File: config.mk
export PLATFORM = sky130hd
export DESIGN_NAME = wavetable_voice_mixer
export DESIGN_NICKNAME = d
export VERILOG_FILES = /design/src/rtl/wavetable_voice_mixer.sv
export SDC_FILE = /design/constraint.sdc
export NUM_CORES = 1
export LEC_CHECK = 0
export ABC_AREA = 0
export BUFFER_PORTS_ARGS = -buffer_cell sky130_fd_sc_hd__buf_2
export CORE_MARGIN = 4
export CORE_UTILIZATION = 60
export DETAILED_ROUTE_END_ITERATION = 10
export PLACE_DENSITY = 0.86
export SYNTH_ARGS = -nofsm -noshare
export SYNTH_HDL_FRONTEND = slang
export SYNTH_SLANG_ARGS = --single-unit
File: constraint.sdc
create_clock -name clk_in -period 7.7 [get_ports clk_in]
set_input_delay 1.155 -clock clk_in [delete_from_list [all_inputs] [get_ports clk_in]]
set_output_delay 1.155 -clock clk_in [all_outputs]
set_load 0.005 [all_outputs]
File: src/rtl/wavetable_voice_mixer.sv
// Per-tick 8-voice wavetable reader and signed mixer over a shared BRAM.
// Define MIXER_NORMALIZE_EN to scale the mix down by the active voice count.
module wavetable_voice_mixer #(
   parameter int ADDR_WIDTH   = 8,
   parameter int SAMPLE_WIDTH = 16,
   parameter int BRAM_LATENCY = 2
) (
   input  logic                           clk_in,
   input  logic                           rst_n_in,
   input  logic                           sample_tick_in,
   input  logic [ADDR_WIDTH-1:0]          addr_in [7:0],
   input  logic [7:0]                     active_voices_in,
   output logic [ADDR_WIDTH-1:0]          bram_addr_out,
   output logic                           bram_en_out,
   input  logic [SAMPLE_WIDTH-1:0]        bram_data_in,
   output logic signed [SAMPLE_WIDTH+2:0] mix_out,
   output logic                           mix_valid_out,
   output logic [3:0]                     voice_count_out,
   output logic                           busy_out,
   output logic                           overrun_out
);

   localparam int AW = SAMPLE_WIDTH + 3;
   localparam int L  = BRAM_LATENCY;

   typedef enum logic [1:0] {
      IDLE,
      ISSUE,
      DRAIN,
      OUTPUT
   } state_t;

   state_t state_q, state_d;

   logic [ADDR_WIDTH-1:0] addr_q [7:0];
   logic [7:0]            mask_q;
   logic [2:0]            idx_q;
   logic [L-1:0]          tv_q;
   logic [L-1:0]          ta_q;
   logic [L-1:0]          tl_q;
   logic signed [AW-1:0]  acc_q;
   logic signed [AW-1:0]  acc_d;
   logic signed [AW-1:0]  sum_add;
   logic signed [AW-1:0]  norm;
   logic [3:0]            count;
   logic                  start;
   logic                  last_in;

   assign start   = sample_tick_in && (state_q == IDLE);
   assign last_in = tv_q[L-1] && tl_q[L-1];

   assign bram_en_out   = (state_q == ISSUE);
   assign bram_addr_out = addr_q[idx_q];
   assign busy_out      = (state_q != IDLE);
   assign mix_valid_out = (state_q == OUTPUT);

   always_comb begin
      sum_add = '0;
      if (tv_q[L-1] && ta_q[L-1]) begin
         sum_add = {{3{bram_data_in[SAMPLE_WIDTH-1]}},
                    bram_data_in};
      end
      acc_d = acc_q + sum_add;
   end

   always_comb begin
      count = '0;
      for (int i = 0; i < 8; i++) begin
         count = count + {3'b000, mask_q[i]};
      end
   end

`ifdef MIXER_NORMALIZE_EN
   logic [1:0] shamt;

   always_comb begin
      if (count <= 4'd1) begin
         shamt = 2'd0;
      end else if (count == 4'd2) begin
         shamt = 2'd1;
      end else if (count <= 4'd4) begin
         shamt = 2'd2;
      end else begin
         shamt = 2'd3;
      end
      norm = acc_d >>> shamt;
   end
`else
   assign norm = acc_d;
`endif

   always_comb begin
      state_d = state_q;
      unique case (state_q)
         IDLE:    if (sample_tick_in) state_d = ISSUE;
         ISSUE:   if (idx_q == 3'd7) state_d = DRAIN;
         DRAIN:   if (last_in) state_d = OUTPUT;
         OUTPUT:  state_d = IDLE;
         default: state_d = IDLE;
      endcase
   end

   always_ff @(posedge clk_in or negedge rst_n_in) begin
      if (!rst_n_in) begin
         state_q         <= IDLE;
         mask_q          <= '0;
         idx_q           <= '0;
         acc_q           <= '0;
         tv_q            <= '0;
         ta_q            <= '0;
         tl_q            <= '0;
         mix_out         <= '0;
         voice_count_out <= '0;
         overrun_out     <= 1'b0;
         for (int i = 0; i < 8; i++) begin
            addr_q[i] <= '0;
         end
      end else begin
         state_q     <= state_d;
         overrun_out <= sample_tick_in && (state_q != IDLE);
         if (start) begin
            addr_q <= addr_in;
            mask_q <= active_voices_in;
            idx_q  <= '0;
            acc_q  <= '0;
         end else begin
            acc_q <= acc_d;
            if (state_q == ISSUE && idx_q != 3'd7) begin
               idx_q <= idx_q + 3'd1;
            end
         end
         // tag travels with each read so data is matched to its voice
         tv_q[0] <= (state_q == ISSUE);
         ta_q[0] <= mask_q[idx_q];
         tl_q[0] <= (idx_q == 3'd7);
         for (int i = 1; i < L; i++) begin
            tv_q[i] <= tv_q[i-1];
            ta_q[i] <= ta_q[i-1];
            tl_q[i] <= tl_q[i-1];
         end
         if (state_q == DRAIN && last_in) begin
            mix_out         <= norm;
            voice_count_out <= count;
         end
      end
   end

endmodule
==> results.txt, run 1 <==
- In the synthesized netlist, the number of instances is 647.
- Derived from the worst setup path, the maximum achievable clock frequency is 283 MHz.
* Number of DRC markers after the initial detailed-route iteration: 364
* Commonest cells in the synthesized netlist: nand2_1 (246), dfrtp_1 (126), ha_1 (28)
- Final TNS setup: 0 ns
* Number of warnings printed during yosys synthesis: 0
- Number of gates resized after CTS: 0
* Clock tree from TritonCTS: yes
- In this run the tightest slew margin relative to its limit is 29.7%.
- Post-synthesis instance area: 6290 um2
- For this block, the routed nets add up to 14400 um of wire.
* Post-detailed-route count of antenna-violating nets: 0
* R2r startpoint: mask_q[0]$_DFFE_PN0P_
* First-pass iteration count of the detailed router: 4
- Worst clock skew: 0.00983 ns
* Via density per instance: 5.38
* Synthesized area per cell: 9.73 um2
* Fraction of the cycle the final worst path needs: 46.0%
* Num Clock Sinks: 126
- The number of hold-slack violations in the final timing report came to 0.
* Fraction of final layout cells sized beyond drive strength 1: 25.9%
- Transition time at the pin with the least slew margin: 1.05 ns
- Global routing consumed, over all layers together, 24.9% of the routing resources.
- Compared with the post-synthesis result, the final layout area differs by 20.1%.
- Entering global routing, the biggest net connects 98 pins.
- Insertion delay of the later-clocked pin in the worst-skew pair: 0.53 ns
* Final RePlAce weighted congestion: 0.907
- By area the synthesized netlist is led by dfrtp_1 (50%), nand2_1 (15%), mux4_2 (6.4%), ha_1 (5.6%), o21ai_0 (2.1%).
* Highest ir drop seen on vdd: 0.189 mV
- STA classifies the critical path startpoint as a flip-flop.
- Type of the most critical hold path: reg -> reg
* Min Clock Period, post-route: 3.54 ns
- Count of endpoints failing setup in the final report: 0
- Width of the die: 110 um
- The share of the Yosys chip area taken by registers is 50.1%.
* Worst path required time: 6.55 ns
- Placeable core region: 10300 um2
* Type of the worst setup path: reg -> out
- Number of enable flip-flop cells after synthesis: 0
- Distinct cell type count of the synthesized netlist: 49
- Among all flip-flop cells after synthesis, the most frequent one is dfrtp_1.
- Post-CTS Hold Fix Bufs: 0
* Pwr/cell area: 191 nW/um2
- Worst setup path endpoint: bram_addr_out[2]
- The number of antenna diodes in the final layout is 0.
- The H-tree was split into 4 levels.
- The die covers 12200 um2.
- After detailed routing, the number of remaining DRC violations is 0.
- Hold is met by 0.350 ns.
- Clock-pin slew was measured on the worst setup and hold paths at 0.06 ns.
- Startpoint of the worst setup timing path: idx_q[1]$_DFFE_PN0P_
- Worst Setup End Kind: output port
- Most numerous cell in the Yosys netlist: nand2_1
* Number of I/O pins: 126
- The endpoint identified for the worst register-to-register timing path is voice_count_out[1]$_DFFE_PN0P_.
* Total CTS buffers: 17
- Grt ovf: 0
* Via count: 4914
* Setup slack of the most critical reg-to-reg path: 4.71 ns
- Across the run, the number of max-cap violations was 0.
* Leak Pwr: 0.00422 uW
- After detailed routing, the average wire length per cell comes to 15.8 um.
* Maximum root-to-sink buffer count: 2
- Clock tree synthesis selected as its root buffer the cell clkbuf_8.
- The floorplan has 37 rows.
* Maximum fanout count along the critical path: 20
* Setup repair after global routing missed its margin: false
- The initial antenna violation count came to 0.
- Once the clock tree was built, the setup fixing pass inserted 0 buffers.
* Vertical die dimension: 110 um
- Initial Utilization: 61.2%
- Measured in cells, the most critical reg-to-reg path has a length of 8.
- Synthesis inferred 126 register bits.
- The wire-length estimate of the detail-placed layout is 9950 um.
- In the synthesized netlist the async set-or-reset flop fraction comes to 100%.
* Worst path arrival time: 2.38 ns
- Area share of the leading cell type in the synthesized netlist: 50.1%
* Port buffer count: 125
* Vias in the first global route: 5254
* Global-route wire length before repair: 24600 um
- For this run, the post-layout net count is 888.
- Synth area leader: dfrtp_1
- Counting every net in the synthesized netlist gives 771.
- Max-slew violation total from the final report: 0
* Result of the run: completed
power by group:
part	total, uW	switching [uW]	internal, uW
clock network	742	281	461
logic	37.4	20.4	17.0
registers	663	0.0499	663
total	1440	302	1140
state kept, by name (all words and copies together) (netlist names):
| name | count |
|---|---|
| addr_q | 64 |
| ta_q | 2 |
| mix_out | 19 |
| state_q | 2 |
| acc_q | 19 |
| idx_q | 3 |
| voice_count_out | 4 |
| mask_q | 8 |
| tv_q | 2 |
| tl_q | 2 |
| overrun_out | 1 |
worst max-delay path: stages, from the launching register on:
cell and delay (ns):
dfrtp_1 0.97, mux4_2 0.47, mux2_2 0.29, buf_2 0.13
routing by layer:
layer / vias to the layer above / wire (um) / track usage (%)
met2: 148 / 7380 / 42.7
li1: 2377 / - / -
met3: 16 / 807 / 6.30
met4: 0 / 182 / 8.13
met5: - / 0 / 0
met1: 2373 / 6030 / 31.1
cell usage in the layout, fill, tap and decap left out, drive strengths merged, types with 12 or more instances in the layout:
cell    synthesis  final
nand2         246    246
buf             9    129
dfrtp         126    126
o21ai          32     32
ha             28     28
clkbuf         21     23
nor2           21     21
a21oi          21     21
inv            19     19
and3           18     18
mux4           18     18
mux2           12     12
stage by stage:
stage	util, %	setup slack [ns]	cell area [um2]	cells	power, uW
after floorplan	-	4.71	6290	647	676
after global placement	68.1	4.41	7000	881	712
after detailed placement	68.1	4.33	7000	881	713
after CTS	73.6	4.14	7560	913	1450
after global routing	73.6	4.08	7560	913	1490
final	73.6	4.16	7560	913	1440
cell type report:
cell class | instances | area, um2
flip-flops and latches | 126 | 3150
multi-input cells | 471 | 2950
fillers | 770 | 2720
repair buffers | 129 | 658
clock buffers | 23 | 477
well taps | 136 | 170
clock inverters | 9 | 85.1
inverters | 19 | 71.3
cells by family after synthesis:
family,synth area share [%]
compound gates,7.79
xor+xnor,2.62
fa+ha+maj,7.16
buf+inv,3.18
flops,50.1
mux,8.59
simple gates,20.6
worst min path at each step:
stage | startpoint | endpoint | slack, ns | depth (start not counted)
global placement | tv_q[0]$_DFF_PN0_ | tv_q[1]$_DFF_PN0_ | 0.33 | 0
CTS | tl_q[0]$_DFF_PN0_ | tl_q[1]$_DFF_PN0_ | 0.35 | 0
detailed placement | tl_q[0]$_DFF_PN0_ | tl_q[1]$_DFF_PN0_ | 0.34 | 0
floorplan | ta_q[0]$_DFF_PN0_ | ta_q[1]$_DFF_PN0_ | 0.33 | 0
global route | tv_q[0]$_DFF_PN0_ | tv_q[1]$_DFF_PN0_ | 0.36 | 0
finish | tl_q[0]$_DFF_PN0_ | tl_q[1]$_DFF_PN0_ | 0.35 | 0
Note: power is estimated with default switching activity, not from simulation.
==> run 2, diff against run 1 <==
--- a/config.mk
+++ b/config.mk
@@ -8,9 +8,9 @@
 export ABC_AREA = 0
 export BUFFER_PORTS_ARGS = -buffer_cell sky130_fd_sc_hd__buf_2
 export CORE_MARGIN = 4
-export CORE_UTILIZATION = 60
+export CORE_UTILIZATION = 55
 export DETAILED_ROUTE_END_ITERATION = 10
-export PLACE_DENSITY = 0.86
+export PLACE_DENSITY = 0.8
 export SYNTH_ARGS = -nofsm -noshare
 export SYNTH_HDL_FRONTEND = slang
 export SYNTH_SLANG_ARGS = --single-unit
==> constraint.sdc (replaced) <==
create_clock -name clk_in -period 3.5 [get_ports clk_in]
set_input_delay 0.525 -clock clk_in [delete_from_list [all_inputs] [get_ports clk_in]]
set_output_delay 0.525 -clock clk_in [all_outputs]
set_load 0.005 [all_outputs]
==> results.txt, run 2 (synthesized netlist as in run 1, its figures left out) <==
- Result of the run: completed
- Global routing usage summed across all routing layers: 23.7%
- For the pin with the worst max-slew slack, the measured transition is 0.853 ns.
- Global-route wire length before repair: 24500 um
- The repair_antennas step left the layout with diodes totalling 0.
* Critical Path, Cell by Cell: fa_1, inv_1, fa_1, fa_1, inv_1, ha_1, fa_1, mux2_2
- Sequential share of power: 45.0%
- Setup repair after global routing left no endpoint under its margin.
- For this run, the detailed router's first-pass iteration total came to 4.
- In this run switching power makes up 20.7% of total power.
* Maximum fanout count along the critical path: 3
* Initial Utilization: 57.1%
* Port buffer count: 125
- The number of hold-slack violations in the final timing report was 0.
- Placed Cells: 890
- For this block, the routed nets add up to 14500 um of wire.
* Type of the most critical hold path: in -> async
- The number of slew-limit violations in the final report is 0.
- Post-DR wirelength/cell: 15.7 um
- Number of nets at the end of the flow: 893
- The worst setup path is of the reg -> reg kind.
* Maximum cell stage delay along the critical path: 0.54 ns
- For this design the ratio of total power to cell area is 425 nW/um2.
- Placeable core region: 11000 um2
- STA puts the critical path data required time at 3.80 ns.
- The root buffer cell chosen for the clock tree is clkbuf_16.
* Grt ovf: 0
- Vertical die dimension: 115 um
* Biggest regs: addr_q x64, acc_q x19, mix_out x19
- Measured along the x axis, the die boundary spans 115 um.
* Fraction of final layout cells sized beyond drive strength 1: 26.5%
* Share of power burned in combinational logic: 2.6%
* Vias in the first global route: 5170
- Clock-pin slew was measured on the worst setup and hold paths at 0.06 ns.
- Number of gates resized after CTS: 0
* Core Rows: 38
- In this run the deepest clock path goes through 2 buffers.
* Biggest register: addr_q
- After detailed routing, the number of remaining DRC violations is 0.
* Count of endpoints failing setup in the final report: 0
- Number of antenna violations at the first check in global routing: 0
- Cell internal power was estimated by the tool at 2570 uW.
* Crit path max-delay family: adder cells
* Fin util: 69.1%
- Number of DRC markers after the initial detailed-route iteration: 311
- At the later pin of the worst-skew pair, clock insertion delay measures 0.42 ns.
- Worst Setup End Kind: flip-flop
* Largest register FFs: 64
* R2r startpoint: mask_q[0]$_DFFE_PN0P_
- Final TNS setup: 0 ns
- Highest ir drop seen on vdd: 0.337 mV
* Clock share of power: 52.3%
* End of the worst register-to-register path: voice_count_out[1]$_DFFE_PN0P_
* Leak Pwr: 0.00426 uW
- Min Clock Period, post-route: 2.98 ns
- The clock tree synthesis step divided the H-tree into 4 levels.
- The top cell types in the final layout, fill and taps aside, are nand2_1 (245), dfrtp_1 (126), buf_2 (124).
- Buf/Inv on CP: 2
- Routability-driven placement finished with a final weighted congestion of 0.936.
- In this run the register-to-register setup slack is 0.52 ns.
- Summing over every cut layer, the via total after detailed routing is 5010.
- HPWL reported at the end of detailed placement: 10400 um
* Relative slew margins: 43.1%
* Area growth, synth to finish: 21.1%
- For this run, the top clock speed supported by timing is 336 MHz.
* Die Outline Area: 13200 um2
- Commonest non-fill, non-tap cell in the layout: nand2_1
- The finished layout holds 921 standard cells, fillers aside.
- Entering global routing, the biggest net connects 68 pins.
* Worst path arrival time: 3.28 ns
- Count of max-cap constraint violations: 0
- Critical-path top delay cell: fa_1
* Post-CTS Hold Fix Bufs: 0
- On the final layout, the worst clock skew is 0.00431 ns.
* CP startpoint kind: flip-flop
- The worst register-to-register path has a depth of 8.
- Num Clock Sinks: 126
- Cell repeated most along the worst path: fa_1
- TritonCTS created 17 clock buffers.
- Dividing the final minimum period by the clock period gives 85.1%.
* Via density per instance: 5.44
- For this design the total switching power over the nets is 671 uW.
* Post-detailed-route count of antenna-violating nets: 0
- Number of I/O pins: 126
- TritonCTS built the clock tree.
* Post-CTS setup buffer count: 0
[run 2: worst reg2reg max path, stage by stage, from the launching register on]
cell and delay [ns]:
dfrtp_1 0.40, fa_1 0.54, inv_1 0.05, fa_1 0.45
fa_1 0.50, inv_1 0.04, ha_1 0.20, fa_1 0.42
mux2_2 0.27
[run 2: power by group through the flow]
stage          Sequential [uW]  Clock (uW)  Combinational (uW)
2_1_floorplan             1480           0                1.64
3_3_place_gp              1480           0                84.7
3_5_place_dp              1480           0                86.3
4_1_cts                   1460        1720                87.1
5_1_grt                   1460        1790                96.6
6_report                  1460        1700                84.9
[run 2: worst max-delay path by stage]
stage | start | end | slack, ns | cells after the start
global route | mask_q[0]$_DFFE_PN0P_ | voice_count_out[1]$_DFFE_PN0P_ | 0.40 | 8
floorplan | mask_q[0]$_DFFE_PN0P_ | voice_count_out[1]$_DFFE_PN0P_ | 0.60 | 8
global placement | mask_q[0]$_DFFE_PN0P_ | voice_count_out[1]$_DFFE_PN0P_ | 0.58 | 8
finish | mask_q[0]$_DFFE_PN0P_ | voice_count_out[1]$_DFFE_PN0P_ | 0.52 | 8
detailed placement | mask_q[0]$_DFFE_PN0P_ | voice_count_out[1]$_DFFE_PN0P_ | 0.50 | 8
CTS | mask_q[0]$_DFFE_PN0P_ | voice_count_out[1]$_DFFE_PN0P_ | 0.51 | 8
[run 2: layout make-up]
cell class	instances	area, um2
repair buffers	134	708
fillers	830	3400
inverters	19	71.3
clock inverters	12	120
clock buffers	19	453
flip-flops and latches	126	3150
well taps	140	175
multi-input cells	471	2950
[run 2: metrics by stage]
step | area (um2) | power [uW] | setup slack [ns] | hold slack, ns
2_1_floorplan | 6290 | 1490 | 0.604 | 0.229
3_3_place_gp | 7050 | 1570 | 0.581 | 0.333
3_5_place_dp | 7050 | 1570 | 0.504 | 0.343
4_1_cts | 7630 | 3270 | 0.512 | 0.243
5_1_grt | 7630 | 3340 | 0.405 | 0.280
6_report | 7630 | 3240 | 0.523 | 0.210
[run 2: layer usage]
layer / part of all wire [%] / vias up / global-route usage, %
met2: 51 / 166 / 40.7
met3: 7.2 / 27 / 6.26
li1: - / 2398 / -
met1: 40 / 2419 / 28.9
met4: 2.0 / 0 / 8.37
met5: 0 / - / 0
==> run 3, diff against run 2 <==
--- a/config.mk
+++ b/config.mk
@@ -11,6 +11,7 @@
 export CORE_UTILIZATION = 55
 export DETAILED_ROUTE_END_ITERATION = 10
 export PLACE_DENSITY = 0.8
+export REMOVE_ABC_BUFFERS = 1
 export SYNTH_ARGS = -nofsm -noshare
 export SYNTH_HDL_FRONTEND = slang
 export SYNTH_SLANG_ARGS = --single-unit
==> results.txt, run 3 (synthesized netlist as in run 1, its figures left out) <==
- Worst path arrival time: 3.32 ns
- Summed over all cells, the static leakage comes to 0.00427 uW.
* Type of the most critical hold path: in -> async
- CTS clock-pin slew for the worst setup and hold paths: 0.05 ns
- In the routed design, unresolved DRC markers number 0.
- Setup repair after global routing left no endpoint under its margin.
- Global-route wire length before repair: 24100 um
- The most numerous cell type found on the critical path is fa_1.
- Maximum fanout count along the critical path: 3
- Relative to the synthesized area, the layout overhead comes to 21.6%.
- Maximum cell stage delay along the critical path: 0.55 ns
- After the flow finishes, the layout carries non-filler instances totaling 918.
- Cell count of the worst reg-to-reg path: 8
- Grt ovf: 0
- The number of global-route vias before repair came to 5178.
- Number of nets at the end of the flow: 890
* CP startpoint kind: flip-flop
- The register with the most flip-flops in the layout has 64 of them.
- GR Layer Usage met2: 38.3%
* Number of I/O pins: 126
- Setup violations remaining at the end of the flow were counted as 0.
- For the worst-skew pair, the clock arrives at the later sink with an insertion delay of 0.41 ns.
- Number of gates resized after CTS: 0
- HPWL reported at the end of detailed placement: 9840 um
- Pin count of the biggest net entering global routing: 79
- Post-CTS setup buffer count: 0
* Worst Setup Slack post-DPL: 0.463 ns
- Busiest layer in global routing: met2
- Pwr/cell area: 437 nW/um2
- Of the cells placed in the final design, the portion with a size suffix greater than 1 is 25.8%.
* Type of the worst setup path: reg -> reg
- Max-slew violation total from the final report: 0
- The first detailed-routing pass ran for 5 iterations.
- Final TNS setup: 0 ns
- Total CTS buffers: 17
- The detail route stage leaves a number of antenna-violating nets equal to 0.
- Clock skew on the completed layout was measured at 0.00935 ns.
- FMAX: 329 MHz
- The slowest stage of the critical path is the fa_1 cell.
- Number of DRC markers after the initial detailed-route iteration: 354
- Transition time at the pin with the least slew margin: 1.02 ns
* Placed Cells: 887
- Counting flops per register, the top entry is addr_q.
- Result of the run: completed
- Port buffer count: 125
- After detailed routing, the total wire length is 14200 um.
- Maximum root-to-sink buffer count: 2
- 0 antenna diodes ended up in the layout.
* Critical Path, Cell by Cell: fa_1, inv_1, fa_1, fa_1, inv_1, ha_1, fa_1, mux2_2
- Counting every sink on the clock net gives 126.
- The worst setup path is captured at a flip-flop.
- Clock tree from TritonCTS: yes
- H-tree depth: 4
- Relative slew margins: 32.3%
- Leaving out fill and tap cells, the most frequent cell in the layout is nand2_1.
- The die covers 13200 um2.
- After detailed routing, the average wire length per cell comes to 15.5 um.
- Final RePlAce weighted congestion: 0.838
- Dividing the final minimum period by the clock period gives 86.8%.
* Global routing usage summed across all routing layers: 23.1%
* Final-report hold violation count: 0
* Vertical die dimension: 115 um
- Core Rows: 38
* Width of the die: 115 um
- The routed layout has 4976 vias.
* Via density per instance: 5.42
- The initial antenna violation count is 0.
- Highest ir drop seen on vdd: 0.269 mV
* Placeable core region: 11000 um2
* Met1 global-route usage: 29.6%
* Crit path setup slack, layout: 0.462 ns
- Initial Utilization: 57.1%
- The number of hold buffers added after CTS was 0.
- In the layout the commonest cells are nand2_1 (245), dfrtp_1 (126), buf_2 (124).
- Clk Tree Root Cell: clkbuf_16
- For the worst setup path, the data required time is 3.79 ns.
- Max-cap violations in this run came to 0.
- The smallest clock period supported by the final layout is computed as 3.04 ns.
- Worst hold slack across all endpoints: 0.280 ns
- Met3 Usage GRT: 5.95%
- Biggest regs: addr_q x64, acc_q x19, mix_out x19
* Fin util: 69.4%
[run 3: layout make-up]
cell class	count	area, um2
Clock buffer	25	505
Timing Repair Buffer	131	698
Inverter	19	71.3
Clock inverter	6	105
Multi-Input combinational cell	471	2950
Tap cell	140	175
Sequential cell	126	3150
Fill cell	866	3380
[run 3: worst paths after layout]
check	start	end	slack [ns]
max in group asynchronous	rst_n_in	addr_q[53]$_DFFE_PN0P_	2.38
min in group clk_in	addr_in[22]	addr_q[22]$_DFFE_PN0P_	0.31
min	rst_n_in	mix_out[5]$_DFFE_PN0P_	0.28
min reg2reg	tl_q[0]$_DFF_PN0_	tl_q[1]$_DFF_PN0_	0.34
max reg2reg	mask_q[0]$_DFFE_PN0P_	voice_count_out[1]$_DFFE_PN0P_	0.46
max	mask_q[0]$_DFFE_PN0P_	voice_count_out[1]$_DFFE_PN0P_	0.46
[run 3: worst max-delay path: cells and delay by family, from the launching register on]
family / cells / cell delay [ns]
mux: 1 / 0.27
fa+ha+maj: 5 / 2.15
flops: 1 / 0.41
buf+inv: 2 / 0.10
[run 3: routing by layer]
layer  vias to the layer above  part of all wire [%]
met2                       180                    49
met5                         -                     0
met3                        24                   6.8
li1                       2392                     -
met4                         0                   1.9
met1                      2380                    42
[run 3: power breakdown]
part / leakage, uW / total [uW] / internal [uW] / switching, uW
sequential: 0.00160 / 1460 / 1460 / 0.113
combinational: 0.00237 / 84.1 / 39.0 / 45.1
clock: 0.000303 / 1800 / 1210 / 597
[run 3: stage by stage]
stage | area [um2] | power (uW)
6_report | 7650 | 3350
5_1_grt | 7650 | 3450
4_1_cts | 7650 | 3370
3_5_place_dp | 7040 | 1570
3_3_place_gp | 7040 | 1570
2_1_floorplan | 6170 | 1490
